$ cat config.mk
export PLATFORM = sky130hd
export DESIGN_NAME = bram_fifo_ctrl
export DESIGN_NICKNAME = d
export VERILOG_FILES = /design/src/rtl/bram_fifo_ctrl.sv
export SDC_FILE = /design/constraint.sdc
export NUM_CORES = 1
export LEC_CHECK = 0
export BUFFER_PORTS_ARGS = -buffer_cell sky130_fd_sc_hd__buf_4
export CAP_MARGIN = 30
export CORE_AREA = 2 2 72 74
export CTS_CLUSTER_DIAMETER = 120
export CTS_CLUSTER_SIZE = 10
export DETAILED_ROUTE_END_ITERATION = 12
export DIE_AREA = 0 0 74 76
export PLACE_DENSITY_LB_ADDON = 0.25
export SYNTH_ARGS = -nofsm -noshare
export SYNTH_HDL_FRONTEND = slang
export SYNTH_SLANG_ARGS = --single-unit
$ cat constraint.sdc
create_clock -name clk_i -period 6.05 [get_ports clk_i]
set_input_delay 0.3025 -clock clk_i [delete_from_list [all_inputs] [get_ports clk_i]]
set_output_delay 0.3025 -clock clk_i [all_outputs]
set_load 0.1 [all_outputs]
$ cat src/rtl/bram_fifo_ctrl.sv
// bram_fifo_ctrl
//   Single-clock FIFO controller for an external simple dual-port BRAM.
//   Port A is the write port. Port B is an enable-gated read port with a
//   registered output. The controller keeps the write and read pointers and
//   the occupancy, and drives both BRAM ports. The read side is
//   first-word-fall-through: the BRAM port-B output is the FIFO head directly.
//
// Ports
//   clk_i, rst_i        clock and synchronous active-high reset
//   s_data_i/valid/ready  write-side stream
//   m_data_o/valid/ready  read-side stream (head = ram_data_b_i)
//   count_o             words held: BRAM words not yet fetched, plus the head
//   afull_o             count_o >= AFULL_LEVEL
//   ram_*_a_o           BRAM write port (addr, data, we)
//   ram_*_b_o, ram_data_b_i  BRAM read port (addr, en, registered data)
module bram_fifo_ctrl #(
  parameter int RAM_WIDTH     = 8,
  parameter int RAM_ADDR_BITS = 10,
  parameter int AFULL_LEVEL   = 2**RAM_ADDR_BITS - 2
) (
  input  logic                     clk_i,
  input  logic                     rst_i,
  input  logic [RAM_WIDTH-1:0]     s_data_i,
  input  logic                     s_valid_i,
  output logic                     s_ready_o,
  output logic [RAM_WIDTH-1:0]     m_data_o,
  output logic                     m_valid_o,
  input  logic                     m_ready_i,
  output logic [RAM_ADDR_BITS:0]   count_o,
  output logic                     afull_o,
  output logic [RAM_ADDR_BITS-1:0] ram_addr_a_o,
  output logic [RAM_WIDTH-1:0]     ram_data_a_o,
  output logic                     ram_we_a_o,
  output logic [RAM_ADDR_BITS-1:0] ram_addr_b_o,
  output logic                     ram_en_b_o,
  input  logic [RAM_WIDTH-1:0]     ram_data_b_i
);

  localparam logic [RAM_ADDR_BITS:0] DEPTH_C = (RAM_ADDR_BITS+1)'(1) << RAM_ADDR_BITS;
  localparam logic [RAM_ADDR_BITS:0] AFULL_C = (RAM_ADDR_BITS+1)'(AFULL_LEVEL);
  localparam logic [RAM_ADDR_BITS:0] ZERO_C  = '0;

  typedef enum logic {EMPTY = 1'b0, VALID = 1'b1} head_e;

  logic [RAM_ADDR_BITS-1:0] wr_ptr_q, wr_ptr_d;
  logic [RAM_ADDR_BITS-1:0] rd_ptr_q, rd_ptr_d;
  logic [RAM_ADDR_BITS:0]   ram_cnt_q, ram_cnt_d;
  head_e                    head_q, head_d;

  logic push, pop, fetch;

  assign m_valid_o = (head_q == VALID);
  assign s_ready_o = !rst_i && (ram_cnt_q != DEPTH_C);
  assign push      = s_valid_i && s_ready_o;
  assign pop       = m_valid_o && m_ready_i;
  // Port B is only read when the head slot is free or being consumed, so the
  // registered BRAM output (the head) never changes under a stall.
  assign fetch     = !rst_i && (ram_cnt_q != ZERO_C) && (!m_valid_o || m_ready_i);

  assign ram_addr_a_o = wr_ptr_q;
  assign ram_data_a_o = s_data_i;
  assign ram_we_a_o   = push;
  assign ram_addr_b_o = rd_ptr_q;
  assign ram_en_b_o   = fetch;
  assign m_data_o     = ram_data_b_i;

  assign count_o = ram_cnt_q + {{RAM_ADDR_BITS{1'b0}}, m_valid_o};
  assign afull_o = (count_o >= AFULL_C);

  always_comb begin
    wr_ptr_d  = wr_ptr_q;
    rd_ptr_d  = rd_ptr_q;
    ram_cnt_d = ram_cnt_q;
    head_d    = head_q;
    if (push)  wr_ptr_d = wr_ptr_q + 1'b1;
    if (fetch) rd_ptr_d = rd_ptr_q + 1'b1;
    case ({push, fetch})
      2'b10:   ram_cnt_d = ram_cnt_q + 1'b1;
      2'b01:   ram_cnt_d = ram_cnt_q - 1'b1;
      default: ram_cnt_d = ram_cnt_q;
    endcase
    case (head_q)
      EMPTY:   if (fetch) head_d = VALID;
      VALID:   if (pop && !fetch) head_d = EMPTY;
      default: head_d = EMPTY;
    endcase
  end

  always_ff @(posedge clk_i) begin
    if (rst_i) begin
      wr_ptr_q  <= '0;
      rd_ptr_q  <= '0;
      ram_cnt_q <= '0;
      head_q    <= EMPTY;
    end else begin
      wr_ptr_q  <= wr_ptr_d;
      rd_ptr_q  <= rd_ptr_d;
      ram_cnt_q <= ram_cnt_d;
      head_q    <= head_d;
    end
  end

`ifndef SYNTHESIS
  a_cnt_range: assert property (@(posedge clk_i) disable iff (rst_i) ram_cnt_q <= DEPTH_C);
  a_no_fetch_empty: assert property (@(posedge clk_i) disable iff (rst_i)
    (ram_cnt_q == ZERO_C) |-> !fetch);
  a_no_push_full: assert property (@(posedge clk_i) disable iff (rst_i)
    (ram_cnt_q == DEPTH_C) |-> !push);
`endif

endmodule

After elaboration in Yosys (flattened, before gate mapping) --
Index checks and enable logic that the tools add are counted.
Word-level totals: bits in registers 32, word-level logic and storage cells 30, input port bits 20, bits in writable memories 0, ROM bits 0, latch bits 0, memories kept 0, output and inout port bits 52
Cells by class: reduce and logical (&&, ||, !) cells 12, shifts and indexed selects 0, multipliers 0, add/sub/neg operators 5, bitwise operators 1, divide/modulo/power cells 0, eq/ne operators 3, $lt $le $gt $ge 1, multiplexer cells 4
Operators by type and width (count):
- 11-bit case mux with 2 select lines | 1
- 10-bit by 1-bit adder with 10-bit output, second input constant | 2
- 11-bit by 1-bit adder with 11-bit output | 1
- 11-bit by 1-bit adder with 11-bit output, second input constant | 1
- 11-bit by 10-bit >= comparator with 1-bit output, second input constant | 1
- 11-bit inequality test, second input constant | 1
- 11-bit nonzero test | 1
- 11-bit by 1-bit subtractor with 11-bit output, second input constant | 1
- 1-bit logical AND | 6
- 1-bit zero test | 3
- 2-bit by 1-bit equality test with 1-bit output, second input constant | 1
- 2-bit equality test, second input constant | 1
- 1-bit 2-to-1 mux | 2
- 1-bit case mux with 2 select lines | 1
- 2-bit nonzero test | 1
- 1-bit logical OR | 1
- 1-bit inverter | 1

Logic depth before layout (Yosys ltp) --
Gate-level depths: netlist of the first run.
depth after elaboration 7, depth in mapped cells 14, depth with buffers taken out 12

Worst setup path before layout of the first run --
OpenSTA, ideal clock, no wires.
path type reg2reg, start point register head_q, in the netlist m_valid_o, end point register ram_cnt_q[10], clock period less this slack 4702 ps, data required time 5927 ps, cell stages (with the launch flop) 13, buffers on the path 1, slack 1348 ps, arrival 4579 ps, cells stage by stage dfxtp_1 > nor2b_1 > a41oi_1 > and2_1 > clkbuf_1 > ha_1 > ha_1 > nor2b_4 > o21a_1 > a311o_2 > a221oi_2 > mux2i_1 > mux2_1
Between the ends: word-level cells in the longest chain between the ends 5, elaborated cells between the ends (all ways) 7, classes of those cells eq/ne (2); mux (1); reduce/logical (4)
Ends and longest elaborated chain:
- start, declared | line 48 | head_e head_q, head_d;
- start signal, assigned | line 94 | head_q <= EMPTY;
- start signal, assigned | line 99 | head_q <= head_d;
- 1-bit zero test (*) | line 58 | assign fetch = !rst_i && (ram_cnt_q != ZERO_C) && (!m_valid_o || m_ready_i);
- 1-bit logical OR (*) | line 58
- 1-bit logical AND (*) | line 58
- net ram_en_b_o | line 35 | output logic ram_en_b_o,
- 2-bit by 1-bit equality test with 1-bit output / 2-bit equality test (equally long branches) | line 77 | case ({push, fetch})
- 11-bit case mux with 2 select lines / 2-bit nonzero test (equally long branches)
- end signal, assigned | line 98 | ram_cnt_q <= ram_cnt_d;
- end, declared | line 47 | logic [RAM_ADDR_BITS:0] ram_cnt_q, ram_cnt_d;
Mark *: on every way through the listed nets, which the timed path passes. The rest lies on a longest branch. A chain may end at the register's enable or synchronous reset.

Worst setup path after layout of the first run --
start point register ram_cnt_q[5], end point register ram_cnt_q[10]
Between the ends: word-level cells in the longest chain between the ends 5, elaborated cells between the ends (all ways) 12, classes of those cells add/sub (2); eq/ne (3); mux (1); reduce/logical (6)
Ends and longest elaborated chain:
- branches (longest 5 deep; another with 11-bit by 1-bit subtractor with 11-bit output)
Several ways; the timed one is not identified.

==> results of run 1 <==
cells in the final DEF (no fill, tap or decap), drive strengths merged, types with 2 or more instances in the layout:
cell type,netlist,routed
nor2,39,39
ha,14,14
a21oi,11,11
xor2,19,19
nand3,12,12
a31oi,3,3
nor4,2,2
buf,18,39
or3,3,3
o21ai,7,7
mux2,2,2
a311o,2,2
mux2i,3,3
o21a,3,3
nand2,13,13
xnor2,11,11
a21o,5,5
nand2b,2,2
and3,7,7
clkbuf,6,6
nand4,9,9
a41oi,2,2
nor2b,5,5
inv,8,8
dfxtp,32,32
how the worst max path moves through the flow:
stage,startpoint,to,slack (ps)
4_1_cts,ram_cnt_q[5],ram_cnt_q[10],2140
2_1_floorplan,m_valid_o,ram_cnt_q[10],1350
6_report,ram_cnt_q[5],ram_cnt_q[10],2140
3_5_place_dp,ram_cnt_q[5],ram_cnt_q[10],2160
3_3_place_gp,ram_cnt_q[5],ram_cnt_q[10],2240
5_1_grt,ram_cnt_q[5],ram_cnt_q[10],1810
power groups by stage:
| stage | clock [mW] | combinational [mW] | sequential (mW) |
|---|---|---|---|
| 6_report | 0.201 | 0.883 | 0.310 |
| 5_1_grt | 0.213 | 0.952 | 0.317 |
| 4_1_cts | 0.206 | 0.887 | 0.310 |
| 3_5_place_dp | 0 | 0.884 | 0.315 |
| 3_3_place_gp | 0 | 0.883 | 0.313 |
| 2_1_floorplan | 0 | 0.724 | 0.370 |
state kept, by name, indices dropped and copies added (netlist names):
register / flops
ram_addr_a_o: 10
ram_cnt_q: 11
m_valid_o: 1
ram_addr_b_o: 10
stage by stage:
| stage | total power [mW] | area (um2) |
|---|---|---|
| 2_1_floorplan | 1.09 | 2100 |
| 3_3_place_gp | 1.20 | 2330 |
| 3_5_place_dp | 1.20 | 2330 |
| 4_1_cts | 1.40 | 2430 |
| 5_1_grt | 1.48 | 2430 |
| 6_report | 1.39 | 2430 |
metal layers:
metal,up-vias,global-route usage,part of all wire
met5,-,0,0
met4,0,0.0382,0.0090
met3,5,0.0384,0.049
met2,41,0.265,0.47
met1,847,0.234,0.48
li1,903,-,-
cell usage after synthesis (2+ instances only):
| master | instances | share of area |
|---|---|---|
| o21a_1 | 3 | 0.011 |
| buf_4 | 16 | 0.057 |
| a31oi_1 | 3 | 0.0090 |
| xor2_1 | 19 | 0.079 |
| a21o_1 | 5 | 0.018 |
| inv_1 | 8 | 0.014 |
| dfxtp_1 | 32 | 0.31 |
| mux2i_1 | 3 | 0.014 |
| xnor2_1 | 11 | 0.046 |
| o21ai_0 | 7 | 0.017 |
| a21oi_1 | 11 | 0.026 |
| nor4_1 | 2 | 0.0060 |
| nand3_1 | 12 | 0.029 |
| or3_1 | 3 | 0.0090 |
| and3_1 | 7 | 0.021 |
| nand2_1 | 13 | 0.023 |
| clkbuf_1 | 6 | 0.011 |
| nor2_1 | 39 | 0.070 |
| nand2b_1 | 2 | 0.0060 |
| buf_1 | 2 | 0.0036 |
| ha_1 | 14 | 0.084 |
| mux2_1 | 2 | 0.011 |
| nor2b_1 | 4 | 0.012 |
| nand4_1 | 9 | 0.027 |
final cells by class:
cell class                 count  area [um2]  share of cell area
multi-input combinational    188        1270               0.524
sequential                    32         641               0.263
timing repair buffer          39         293               0.120
tap                           70        87.6              0.0360
clock buffer                   6        72.6              0.0298
clock inverter                 2        35.0              0.0144
inverter                       8        30.0              0.0123
critical path: stages (launching register included):
cell and delay [ps]:
dfxtp_1 380, nor4_1 540, a41oi_2 370, inv_1 140
ha_1 430, ha_1 340, nor2b_4 140, o21a_1 170
a311o_2 420, a221oi_2 280, mux2i_1 230, mux2_1 340
cells by family after synthesis:
family                   count (synthesis)
AND/OR/NAND/NOR                        100
XOR/XNOR                                30
flip-flops                              32
multiplexers                             5
AO/OA/AOI/OAI                           38
adder cells (fa/ha/maj)                 15
buffers and inverters                   32
==> summary.txt, run 1 <==
Final period util -> 0.647
Hold path cells -> 2
Worst reg2reg path depth -> 11
Yosys warnings -> 0
Post-synthesis cell area -> 0.00210 mm2
Final WL -> 4.43 mm
Initial DRT Pass Iterations -> 4
GRT overflow -> 0
RSZ-0062 raised after global routing -> no
Post-CTS sizing -> 0
Root buffer cell -> clkbuf_8
Largest family of logic cells by synthesized area -> simple AND/OR/NAND/NOR gates
Pwr Density -> 573 mW/mm2
Static leakage -> 1.10 nW
Fillers -> 497
Post-synth top flop -> dfxtp_1
Vias/cell -> 5.21
Hold Path End -> ram_addr_a_o[8]
Mean Syn Cell Area -> 8.32 um2
Yosys reg bits -> 32
FP Rows -> 26
First-pass GRT wire length -> 7.66 mm
PnR worst setup slack -> 2140 ps
Core ar. -> 0.00491 mm2
Post-CTS Setup Bufs -> 0
Area grow syn2layout -> 16.1%
Nets -> 309
DRC -> 0
Dpl cells -> 337
Hold Crit Class -> primary input to flip-flop
Final setup TNS -> 0 ps
Final hold viol count -> 0
Top Ports -> 72
Synth Net Count -> 287
H-Tree Depth -> 2
Status -> complete, no violations
P_int -> 0.622 mW
Mapped Cells -> 252
Asr flop ratio synth -> 0
Seq pwr share -> 0.222
Post-DP HPWL -> 3.33 mm
Max Cap Viol -> 0
Pins Over Slew Limit -> 0
FF-to-FF End -> ram_cnt_q[10]
Synth Area in XOR/XNOR -> 0.125
Initial Util -> 0.427
Largest net degree at the start of global routing -> 38
Mux contribution to synthesized area -> 0.0251
Skew-Pair Late Insertion Delay -> 280 ps
Sequential area share after synthesis -> 0.306
FMAX -> 0.256 GHz
Detailed-route via count -> 1796
Die area -> 0.00562 mm2
Slew HR -> 0.572
CTS tree -> done
Comb power frac -> 0.633
DP Worst Slack -> 2160 ps
Setup Skew -> 11.8 ps
Chip width -> 74 um
Switching Fraction -> 0.554
Final min period -> 3910 ps
Simple-gate portion of the synthesized area -> 0.240
Crit path DAT -> 4080 ps
DR WL/cell -> 12.8 um
Die Span Y -> 76 um
Post-cts hold buffer count -> 0
Peak VDD IR -> 275 uV
Antenna diodes -> 0
Final Hold Slack -> 413 ps
CP Capture Type -> flip-flop
Crit-path max FO -> 11
Layout cells sized above 1 -> 0.193
Slew at the pin closest to its max-slew limit -> 642 ps
CP Data Required Time -> 6210 ps
Sw Pwr -> 0.772 mW
Fin util -> 0.495
I/O Buffers -> 39
Adder-cell area share of the yosys netlist -> 0.0931
Initial antenna violation count -> 0
Clock Path Buffers -> 2
Number of flops mapped to enable cells by yosys -> 0
Clk slew on worst S/H paths -> 70 ps
Clock sinks -> 32
Worst Hold Launch -> rst_i
Initial drt markers -> 88
Reg-to-reg startpoint -> ram_cnt_q[5]
Routed Antenna Nets -> 0
Endpoints failing setup -> 0
Placer congestion estimate -> 0.774
R2R Setup Slk -> 2140 ps
Gr usage total -> 0.169
CTS Buf Count -> 5
Clk pwr share -> 0.145
Post-synthesis cell type count -> 43
Non-Filler Instances -> 345
Setup Crit Path Kind -> flip-flop to flip-flop
CP Launch Type -> flip-flop
Synth Area in Compound Gates -> 0.125
Vias in the first global route -> 1661
Note: power is estimated with default switching activity, not from simulation.
==> run 2, diff against run 1 <==
Settings changed: ABC_AREA from default to 1, CORE_AREA 2 2 72 74 to 2 2 78 80, DIE_AREA 0 0 74 76 to 0 0 80 82.
Clock period 6.05 ns to 3.5 ns, I/O delays scaled along.
==> summary.txt, run 2 <==
Nets -> 449 (+45%)
Root buffer cell -> clkbuf_8
Initial antenna violation count -> 0 (unchanged)
Max Cap Viol -> 0 (unchanged)
Top Ports -> 72 (unchanged)
PnR worst setup slack -> 490 ps (-1650 ps)
CTS tree -> done
Final setup TNS -> 0 ps (unchanged)
I/O Buffers -> 39 (unchanged)
Vias/cell -> 4.82 (-7.5%)
DP Worst Slack -> 539 ps (-1620 ps)
CP Capture Type -> flip-flop
Post-synthesis cell type count -> 30 (-30%)
Status -> complete, no violations
Post-synthesis cell area -> 0.00249 mm2 (+19%)
Gr usage total -> 0.185 (+0.0167)
Clk slew on worst S/H paths -> 70 ps (about the same)
Leading cell types in the layout, fill and taps excluded -> nand2_1, inv_1, buf_4
Synth top area share -> 0.257 (-0.0484)
Number of flops mapped to enable cells by yosys -> 0 (unchanged)
Vias in the first global route -> 2092 (+26%)
Slew at the pin closest to its max-slew limit -> 485 ps (-157 ps)
Reg-to-reg startpoint -> ram_cnt_q[7]
Placer congestion estimate -> 0.890 (+15%)
Asr flop ratio synth -> 0 (unchanged)
Design Power -> 1.89 mW (+36%)
Largest reg by FF count -> ram_cnt_q
Most frequent cell on the critical path -> nand2_1
Largest net degree at the start of global routing -> 29 (-24%)
Post-CTS sizing -> 0 (unchanged)
CTS Buf Count -> 5 (unchanged)
Die Span Y -> 82 um (+7.9%)
Detailed-route via count -> 2360 (+31%)
Crit-path max FO -> 13 (+2)
Met1 WL -> 2.97 mm (+41%)
CP Launch Type -> flip-flop
Setup Skew -> 4.59 ps (-7.20 ps)
Fillers -> 617 (+24%)
Hold path cells -> 3 (+1)
Met2 WL post-DR -> 2.46 mm (+19%)
Die area -> 0.00656 mm2 (+17%)
Pwr Density -> 666 mW/mm2 (+16%)
Antenna diodes -> 0 (unchanged)
CP top delay family -> adder cells
Hold Crit Class -> primary input to flip-flop
FMAX -> 0.332 GHz (+30%)
Hold Path End -> ram_addr_a_o[4]
Post-cts hold buffer count -> 0 (unchanged)
Post-DP HPWL -> 4.45 mm (+34%)
Layout cells sized above 1 -> 0.142 (-0.0506)
Max reg flops -> 11 (unchanged)
Final hold viol count -> 0 (unchanged)
Routed Antenna Nets -> 0 (unchanged)
Chip width -> 80 um (+8.1%)
Peak VDD IR -> 401 uV (+46%)
FP Rows -> 28 (+7.7%)
Final period util -> 0.860 (+0.213)
Worst path bufs/invs -> 3 (+2)
Clock Path Buffers -> 2 (unchanged)
Final WL -> 5.77 mm (+30%)
H-Tree Depth -> 2 (unchanged)
Skew-Pair Late Insertion Delay -> 290 ps (about the same)
Highest metal used -> met4
Slew HR -> 0.677 (+0.105)
Final min period -> 3010 ps (-903 ps)
Area grow syn2layout -> 14.2%
Worst reg2reg path depth -> 15 (+4)
RSZ-0062 raised after global routing -> no
First-pass GRT wire length -> 9.62 mm (+26%)
Synth cell count leaders -> nand2_1, inv_1, nor2_1
CP Data Required Time -> 3700 ps (-2510 ps)
R2R Setup Slk -> 490 ps (-1650 ps)
Post-synth top flop -> dfxtp_1
Yosys reg bits -> 32 (unchanged)
DRC -> 0 (unchanged)
Fin util -> 0.495 (-0.000641)
Synth top area cells -> dfxtp_1, nand2_1, inv_1
Post-CTS Setup Bufs -> 0 (unchanged)
Max incr delay on CP -> 510 ps (-30 ps)
CP cell instances -> nor2_1, nand2_1, nor2_2, nand2_1, nand2_2, inv_2, ha_1, inv_1, fa_1, o21bai_1, nand2_1, nand3_1, nand3_1, nand2_1, inv_1
Pins Over Slew Limit -> 0 (unchanged)
Final Instance Area -> 0.00284 mm2 (+17%)
Yosys warnings -> 0 (unchanged)
Met3 Wirelength -> 259 um (+20%)
Mapped Cells -> 391 (+55%)
Setup Crit Path Kind -> flip-flop to flip-flop
Initial drt markers -> 101 (+15%)
Dominant cell by count in the synthesized netlist -> nand2_1
Area leader, netlist -> dfxtp_1
Initial DRT Pass Iterations -> 4 (unchanged)
Worst Hold Launch -> s_valid_i
FF-to-FF End -> ram_cnt_q[8]
Core ar. -> 0.00575 mm2 (+17%)
Synth Net Count -> 426 (+48%)
CP max-delay cell -> dfxtp_1
DP Area -> 0.00273 mm2 (+17%)
Crit path DAT -> 3210 ps (-870 ps)
Initial Util -> 0.433 (+0.00672)
Static leakage -> 1.43 nW (+30%)
GRT overflow -> 0 (unchanged)
DR WL/cell -> 11.8 um (-8.4%)
Mean Syn Cell Area -> 6.37 um2 (-23%)
Clock sinks -> 32 (unchanged)
Endpoints failing setup -> 0 (unchanged)
Commonest non-fill, non-tap cell in the layout -> nand2_1
Sequential area share after synthesis -> 0.257 (-0.0484)
==> run 2: cell count changes in the layout (fill, tap and decap cells not counted), moves of 4 or more <==
cell	delta
inv_1	+46
nand3_1	+16
nor3_1	+4
xor2_1	-8
a21o_1	-4
nor2_1	-6
a21oi_1	+20
nor2b_1	-4
nand2_1	+101
and3_1	-7
==> run 2: power by group <==
part / total (mW) / internal, mW / switching, mW / leakage [nW]
combinational: 1.04 / 0.257 / 0.780 / 1.12
clock: 0.367 / 0.211 / 0.156 / 0.0541
sequential: 0.488 / 0.411 / 0.0767 / 0.261
==> run 2: tightest hold or removal path, stage by stage <==
cell,delay [ps]
buf_4,130
nand4_1,80
a21oi_1,60
==> run 2: metrics by stage <==
stage          instances  hold WS (ps)
2_1_floorplan        391           348
3_3_place_gp         482           351
6_report             490           206
5_1_grt              490           218
4_1_cts              490           200
3_5_place_dp         482           351
==> run 2: cell families (layout without fill, tap and decap cells) <==
logic type      count (synthesis)  in the layout  synth area share
compound gates                 44             44            0.0915
simple gates                  199            199             0.347
buf+inv                        80            104             0.152
flops                          32             32             0.257
xor+xnor                       21             21            0.0739
fa+ha+maj                      15             15            0.0784
==> run 2: worst max path at each step <==
stage,startpoint,endpoint,slack (ps),cells after the start
finish,ram_cnt_q[7],ram_cnt_q[8],490,15
global route,ram_cnt_q[5],ram_cnt_q[8],210,15
CTS,ram_cnt_q[7],ram_cnt_q[8],530,15
detailed placement,ram_cnt_q[2],ram_cnt_q[8],540,15
global placement,ram_cnt_q[7],ram_cnt_q[8],590,15
floorplan,m_valid_o,afull_o,120,8
==> run 2: layout make-up <==
class	count	area [um2]	area share
inverter	57	214	0.0753
timing repair buffer	39	293	0.103
multi-input combinational	279	1490	0.524
clock buffer	5	68.8	0.0242
sequential	32	641	0.225
clock inverter	3	42.5	0.0150
tap	75	93.8	0.0330
==> run 2: routing by layer <==
layer  GRT usage  up-vias
met5           0        -
met4      0.0627        0
met3      0.0275        7
met2       0.284       50
met1       0.266     1039
li1            -     1264
